### src/rtl/scarv_uart_rx_fifo.sv
// rtl/scarv_uart_rx_fifo.sv - UART receiver with byte storage (FIFO when SCARV_UART_RX_FIFO_EN is defined)
// Default build keeps one holding register; `define SCARV_UART_RX_FIFO_EN for a FIFO_DEPTH-entry FIFO.
module scarv_uart_rx_fifo #(
    parameter int UART_BIT_RATE  = 256_000,
    parameter int UART_CLK_HZ    = 50_000_000,
    parameter int UART_STOP_BITS = 1,
    parameter int FIFO_DEPTH     = 4
) (
    input  logic       f_clk,
    input  logic       g_reset,
    input  logic       uart_rxd,
    output logic       rx_valid,
    output logic [7:0] rx_data,
    input  logic       rx_ready,
    output logic       rx_overrun,
    output logic       rx_frame_err
);

    localparam int CPB  = UART_CLK_HZ / UART_BIT_RATE;
    localparam int HALF = CPB / 2;
    localparam int CW   = $clog2(CPB) + 1;
    localparam logic [CW-1:0] CPB_LAST  = CW'(CPB - 1);
    localparam logic [CW-1:0] HALF_LAST = CW'(HALF - 1);
    localparam logic          STOP_LAST = 1'(UART_STOP_BITS - 1);

    typedef enum logic [1:0] {IDLE, START, DATA, STOP} state_t;

    state_t        state;
    logic [CW-1:0] cnt;
    logic [2:0]    bit_idx;
    logic          stop_idx;
    logic [7:0]    shreg;
    logic          push_pend;
    logic          sync1;
    logic          rxs;
    logic          rxs_q;
    logic          pop;

    // shreg stays stable in IDLE, so the storage side can take it the cycle after the last stop sample.
    always_ff @(posedge f_clk) begin
        if (g_reset) begin
            state        <= IDLE;
            cnt          <= '0;
            bit_idx      <= '0;
            stop_idx     <= 1'b0;
            shreg        <= 8'h00;
            push_pend    <= 1'b0;
            rx_frame_err <= 1'b0;
            sync1        <= 1'b1;
            rxs          <= 1'b1;
            rxs_q        <= 1'b1;
        end else begin
            sync1        <= uart_rxd;
            rxs          <= sync1;
            rxs_q        <= rxs;
            push_pend    <= 1'b0;
            rx_frame_err <= 1'b0;
            case (state)
                IDLE: begin
                    if (!rxs && rxs_q) begin
                        state <= START;
                        cnt   <= '0;
                    end
                end
                START: begin
                    if (cnt == HALF_LAST) begin
                        cnt     <= '0;
                        bit_idx <= '0;
                        state   <= rxs ? IDLE : DATA;
                    end else begin
                        cnt <= cnt + 1'b1;
                    end
                end
                DATA: begin
                    if (cnt == CPB_LAST) begin
                        cnt     <= '0;
                        shreg   <= {rxs, shreg[7:1]};
                        bit_idx <= bit_idx + 1'b1;
                        if (bit_idx == 3'd7) begin
                            state    <= STOP;
                            stop_idx <= 1'b0;
                        end
                    end else begin
                        cnt <= cnt + 1'b1;
                    end
                end
                STOP: begin
                    if (cnt == CPB_LAST) begin
                        cnt <= '0;
                        if (!rxs) begin
                            rx_frame_err <= 1'b1;
                            state        <= IDLE;
                        end else if (stop_idx == STOP_LAST) begin
                            push_pend <= 1'b1;
                            state     <= IDLE;
                        end else begin
                            stop_idx <= 1'b1;
                        end
                    end else begin
                        cnt <= cnt + 1'b1;
                    end
                end
                default: state <= IDLE;
            endcase
        end
    end

    assign pop = rx_valid && rx_ready;

`ifdef SCARV_UART_RX_FIFO_EN
    localparam int AW = $clog2(FIFO_DEPTH);

    logic [7:0]  mem [FIFO_DEPTH];
    logic [AW:0] wr_ptr;
    logic [AW:0] rd_ptr;
    logic        full;

    assign full     = (wr_ptr[AW] != rd_ptr[AW]) && (wr_ptr[AW-1:0] == rd_ptr[AW-1:0]);
    assign rx_valid = (wr_ptr != rd_ptr);
    assign rx_data  = mem[rd_ptr[AW-1:0]];

    // When full, a same-cycle pop frees the head slot, which is exactly where the write lands.
    always_ff @(posedge f_clk) begin
        if (g_reset) begin
            wr_ptr     <= '0;
            rd_ptr     <= '0;
            rx_overrun <= 1'b0;
            for (int i = 0; i < FIFO_DEPTH; i++) mem[i] <= 8'h00;
        end else begin
            rx_overrun <= 1'b0;
            if (pop) rd_ptr <= rd_ptr + 1'b1;
            if (push_pend) begin
                if (!full || pop) begin
                    mem[wr_ptr[AW-1:0]] <= shreg;
                    wr_ptr              <= wr_ptr + 1'b1;
                end else begin
                    rx_overrun <= 1'b1;
                end
            end
        end
    end
`else
    logic       full;
    logic [7:0] hold;

    assign rx_valid = full;
    assign rx_data  = hold;

    always_ff @(posedge f_clk) begin
        if (g_reset) begin
            full       <= 1'b0;
            hold       <= 8'h00;
            rx_overrun <= 1'b0;
        end else begin
            rx_overrun <= 1'b0;
            if (push_pend) begin
                if (!full || pop) begin
                    hold <= shreg;
                    full <= 1'b1;
                end else begin
                    rx_overrun <= 1'b1;
                end
            end else if (pop) begin
                full <= 1'b0;
            end
        end
    end
`endif

endmodule

### config.mk
export PLATFORM = sky130hd
export DESIGN_NAME = scarv_uart_rx_fifo
export DESIGN_NICKNAME = d
export VERILOG_FILES = /design/src/rtl/scarv_uart_rx_fifo.sv
export SDC_FILE = /design/constraint.sdc
export NUM_CORES = 1
export LEC_CHECK = 0
export BUFFER_PORTS_ARGS = -buffer_cell sky130_fd_sc_hd__buf_2
export CORE_AREA = 2 2 49 85
export CTS_CLUSTER_SIZE = 10
export DETAILED_ROUTE_END_ITERATION = 8
export DIE_AREA = 0 0 51 87
export GPL_ROUTABILITY_DRIVEN = 0
export GPL_TIMING_DRIVEN = 0
export HOLD_SLACK_MARGIN = 0.02
export MAX_ROUTING_LAYER = met4
export PLACE_DENSITY = 0.73
export SYNTH_ARGS = -nofsm -noshare
export SYNTH_HDL_FRONTEND = slang
export SYNTH_SLANG_ARGS = --single-unit
### constraint.sdc
create_clock -name f_clk -period 1.7 [get_ports f_clk]
set_input_delay 0.255 -clock f_clk [delete_from_list [all_inputs] [get_ports f_clk]]
set_output_delay 0.255 -clock f_clk [all_outputs]
set_load 0.02 [all_outputs]
; ---- After elaboration in Yosys (flattened, before gate mapping)
; Index checks and enable logic that the tools add are counted.
; W data, S select, Z words.
[totals]
wordCells = 80
in_bits = 4
output_inout_bits = 11
reg_bits = 38
[op_classes]
addsub = 2
muxes = 28
bitwise_logic = 4
n_reduce_logical = 19
n_eq_ne = 14
[op_table]
columns = cell, count
row1 = $mux W9, 3
row2 = $pmux W9 S3, 1
row3 = $mux W2, 8
row4 = $ne A2 B2 Y1 const B, 6
row5 = $mux W1, 11
row6 = $add A9 B1 Y9 const B, 1
row7 = $eq A9 B7 Y1 const B, 1
row8 = $eq A9 B8 Y1 const B, 1
row9 = $pmux W2 S4, 1
row10 = $mux W3, 2
row11 = $pmux W3 S2, 1
row12 = $reduce_and A2 Y1, 3
row13 = $reduce_and A6 Y1, 1
row14 = $reduce_bool A2 Y1, 3
row15 = $reduce_and A5 Y1, 1
row16 = $eq A2 B2 Y1 const B, 2
row17 = $not A1 Y1, 4
row18 = $reduce_or A2 Y1, 2
row19 = $reduce_or A4 Y1, 1
row20 = $add A3 B1 Y3 const B, 1
row21 = $eq A3 B3 Y1 const B, 1
row22 = $ne A3 B3 Y1 const B, 1
row23 = $reduce_and A3 Y1, 1
row24 = $reduce_or A3 Y1, 1
row25 = 7 further kinds, 9

; ---- Longest topological paths before layout
[logic_depth]
ltp_word = 4
ltp_mapped = 7
ltp_nobuf = 6

; ---- Least setup slack after synthesis
; No wires, ideal clock.
[synth_path]
path_kind = reg2reg
startpoint = reg cnt[0]
endpoint = reg cnt[7]
setup_ns = 0.074
slack_ns = 0.163
path_stages_with_launch = 8
period_less_slack_ns = 1.537
t_arrival_ns = 1.463
required_time_ns = 1.626
path_buffers = 1
cell_sequence = dfxtp_1 > inv_1 > ha_1 > and4b_1 > a21oi_2 > buf_2 > o2111ai_1 > a31oi_1
[synth_via]
elab_chain_cells = 3
elab_cells_between_ends = 6
cone_classes = add/sub (1) / eq/ne (2) / mux (3)
[synth_lines]
columns = item, line
row1 = from (decl), 29  ; logic [CW-1:0] cnt;
row2 = from (signal assigned), 71  ; cnt <= cnt + 1'b1;
row3 = from (signal assigned), 84  ; cnt <= cnt + 1'b1;
row4 = from (signal assigned), 100  ; cnt <= cnt + 1'b1;
row5 = $add A9 B1 Y9 (tied with other cells), "71, 84, 100"
row6 = $mux W9 (on tied branches), "75, 88, 66"
row7 = $pmux W9 S3 (*), 58  ; case (state)
; Mark *: on every way between the ends. The rest lies on a longest branch, timed or not.
; A chain may end at the register's enable or synchronous reset.

; ---- Worst setup path after layout
[layout_path]
startpoint = reg cnt[0]
endpoint = reg cnt[5]
; Same word-level chain as after synthesis.

==> flow_summary_export.csv <==
group,metric,value,unit
run_status,outcome,"complete, no violations",
yosys,ys_warn_count,0,
yosys,synth_top_area_share,0.4411,
route,route.detailed.drc,0,
die,rows,30,
route,dr.pass1.iters,4,
die,io_pins,15,
hold_path,holdPathStages,2,
power_and_ir_drop,vdd_drop_max,0.5902,mV
timing,rsz0062_at_grt,"true",
critical_path,worstSetupPathType,"register to register",
route,num_vias,1505,
yosys,seq_area_frac_synth,0.4411,
timing,setup_tns,0,ps
power_and_ir_drop,power.density,864.7,mW/mm2
timing,setup_violations,0,
critical_path,r2r_cells,6,
finish,final_nets,225,
clock_tree,clk_latency,290,ps
placed_design,dp_hpwl,2663,um
global_routing,grt_pass1_wl,6258,um
run,maxCapViolations,0,
die,core_area,0.003791,mm2
die,start_util,0.4429,
yosys,yosysTopAreaCell,"dfxtp_1",
timing,tightest_slew,642.4,ps
yosys,synth_nets,202,
finish,area_growth,18.41,%
yosys,synth_ff_type,"dfxtp_1",
timing,min_period,1629,ps
timing,finalWorstSetupSlack,70.50,ps
placed_design,post-place-ws,-65.20,ps
yosys,synth_common_cells,"dfxtp_1, a21oi_1, nand2_1",
critical_path,startpoint_type,"register",
finish,nFillCells,363,
yosys,synth-seq-cells,37,
timing,post-route-period-util,0.9585,
critical_path,crit_required,1890,ps
critical_path,cp-end-kind,"register",
timing,maxSlewViolCount,0,
power_and_ir_drop,leakagePower,0.0007873,uW
timing,relSlewSlack,0.5694,
die,die_x,51,um
yosys,async_flop_share,0,
route,ant_nets,0,
clock_tree,cts.sinks,37,
critical_path,path_max_fanout,5,
clock_tree,cts_buffers,5,
global_routing,track_usage,0.1917,
clock_tree,clkSlewWorstSetupHoldPaths,70,ps
clock_tree,cts_max_level,2,
route,routed_via_density,5.679,
route,first_iter_violations,42,
timing,hold_violations,0,
route,drt-total-wl,3740,um
route,wl_per_cell,14.11,um
clock_tree,cts_max_path_buffers,2,
clock_tree,cts_tree,"done",
route,met3_length,100,um
yosys,synth_cell_type_count,39,
yosys,avgSynthCellArea,8.700,um2
clock_tree,clockRootBuffer,"clkbuf_8",
route,m1WireLength,1460,um
global_routing,overflow,0,
yosys,ys_top_cells_by_area,"dfxtp_1, a21oi_1, mux2i_1, nand2_1, ha_1",
timing,fmax,0.6137,GHz
die,dieHeight,87,um
route,routed.top_layer,"met4",
finish,diodes,0,
global_routing,grt_max_degree,13,
placed_design,port_buffers,13,
hold_path,hold_path.class,"input port to register",
yosys,postSynthCellCount,193,
global_routing,antenna_found_initial,0,
die,die-area,0.004437,mm2
yosys,synth_most_common_cell,"dfxtp_1",
finish,drive_gt1_frac,0.1843,
yosys,synth_edf_count,0,
route,dr_wl_met2,2090,um
timing,fin_skew,7.166,ps
global_routing,grt_pass1_vias,1439,
yosys,synth.cell_area,0.001679,mm2
critical_path,cp.arrival,1820,ps
==> final timing paths <==
check	slack (ps)	to	startpoint
setup / recovery	70	cnt[5]	cnt[0]
hold / removal	150	sync1	uart_rxd
setup reg to reg	70	cnt[5]	cnt[0]
hold reg to reg	410	rxs	sync1
==> timing repair <==
item / CTS / global route
endpoints found under the setup margin: 18 / 22
gates cloned: 0 / 1
resized for setup: 6 / 15
hold buffers: 0 / 0
setup buffers: 2 / 0
pin swaps: 2 / 3
==> layout by cell type (no fill, tap or decap), types with 2 or more instances in the layout <==
| cell | n |
|---|---|
| clkbuf_1 | 6 |
| or3_1 | 2 |
| and3_1 | 2 |
| buf_6 | 3 |
| buf_2 | 13 |
| buf_4 | 3 |
| dfxtp_1 | 35 |
| mux2i_1 | 9 |
| clkbuf_8 | 6 |
| o21ai_1 | 4 |
| o2111ai_1 | 2 |
| o21ai_0 | 8 |
| o31ai_1 | 3 |
| nor2_1 | 16 |
| nand2_1 | 18 |
| ha_1 | 5 |
| and4b_2 | 2 |
| nor2b_1 | 3 |
| a211oi_1 | 3 |
| or2_2 | 3 |
| o221ai_1 | 2 |
| o211ai_1 | 8 |
| inv_1 | 9 |
| nor4_1 | 4 |
| nand3_1 | 3 |
| or4_1 | 2 |
| a21oi_1 | 22 |
==> registers in the layout (all words and copies together) (netlist names), named ones only <==
name	count
push_pend	1
rxs	1
shreg	8
state	1
cnt	9
rx_frame_err	1
rx_overrun	1
bit_idx	3
rx_valid	1
rx_data	8
rxs_q	1
sync1	1
==> critical path: stages (launching register included) <==
cell and delay (ps):
dfxtp_4 360, inv_1 70, ha_1 210, and4b_2 260
a21oi_4 220, o211ai_1 110, a221oi_1 300
==> power by group <==
group          internal [uW]  switching (uW)
logic                   14.7            34.9
clock network            477             319
registers                870            3.75
==> cell type report <==
class | instances | area (um2) | area share
Buffer | 11 | 67.56 | 0.03398
Sequential cell | 37 | 745.7 | 0.3751
Timing Repair Buffer | 16 | 87.58 | 0.04405
Tap cell | 48 | 60.06 | 0.03021
Clock inverter | 2 | 37.54 | 0.01888
Multi-Input combinational cell | 136 | 873.3 | 0.4393
Clock buffer | 6 | 82.58 | 0.04154
Inverter | 9 | 33.78 | 0.01699
==> cells by family after synthesis <==
logic type | count (synthesis) | synth area share
AO/OA/AOI/OAI | 59 | 0.2183
adder cells (fa/ha/maj) | 5 | 0.03726
buffers and inverters | 20 | 0.04768
flip-flops | 37 | 0.4411
multiplexers | 9 | 0.05365
AND/OR/NAND/NOR | 63 | 0.2019
==> per-stage QoR <==
stage,hold slack (ps),instance area [um2],cells,util,total power [uW]
floorplan,334.3,1679,193,-,925.2
global placement,393.0,1804,254,0.4759,941.0
detailed placement,394.0,1804,254,0.4759,941.1
CTS,150.3,1957,264,0.5162,1738
global route,154.3,1988,265,0.5244,1796
finish,153.2,1988,265,0.5244,1719
==> metal layers <==
layer,global-route usage,vias up
met5,-,-
met4,0.09091,0
met3,0.03608,9
met2,0.3684,28
met1,0.1724,724
li1,-,744
(Power assumes the default switching activity.)
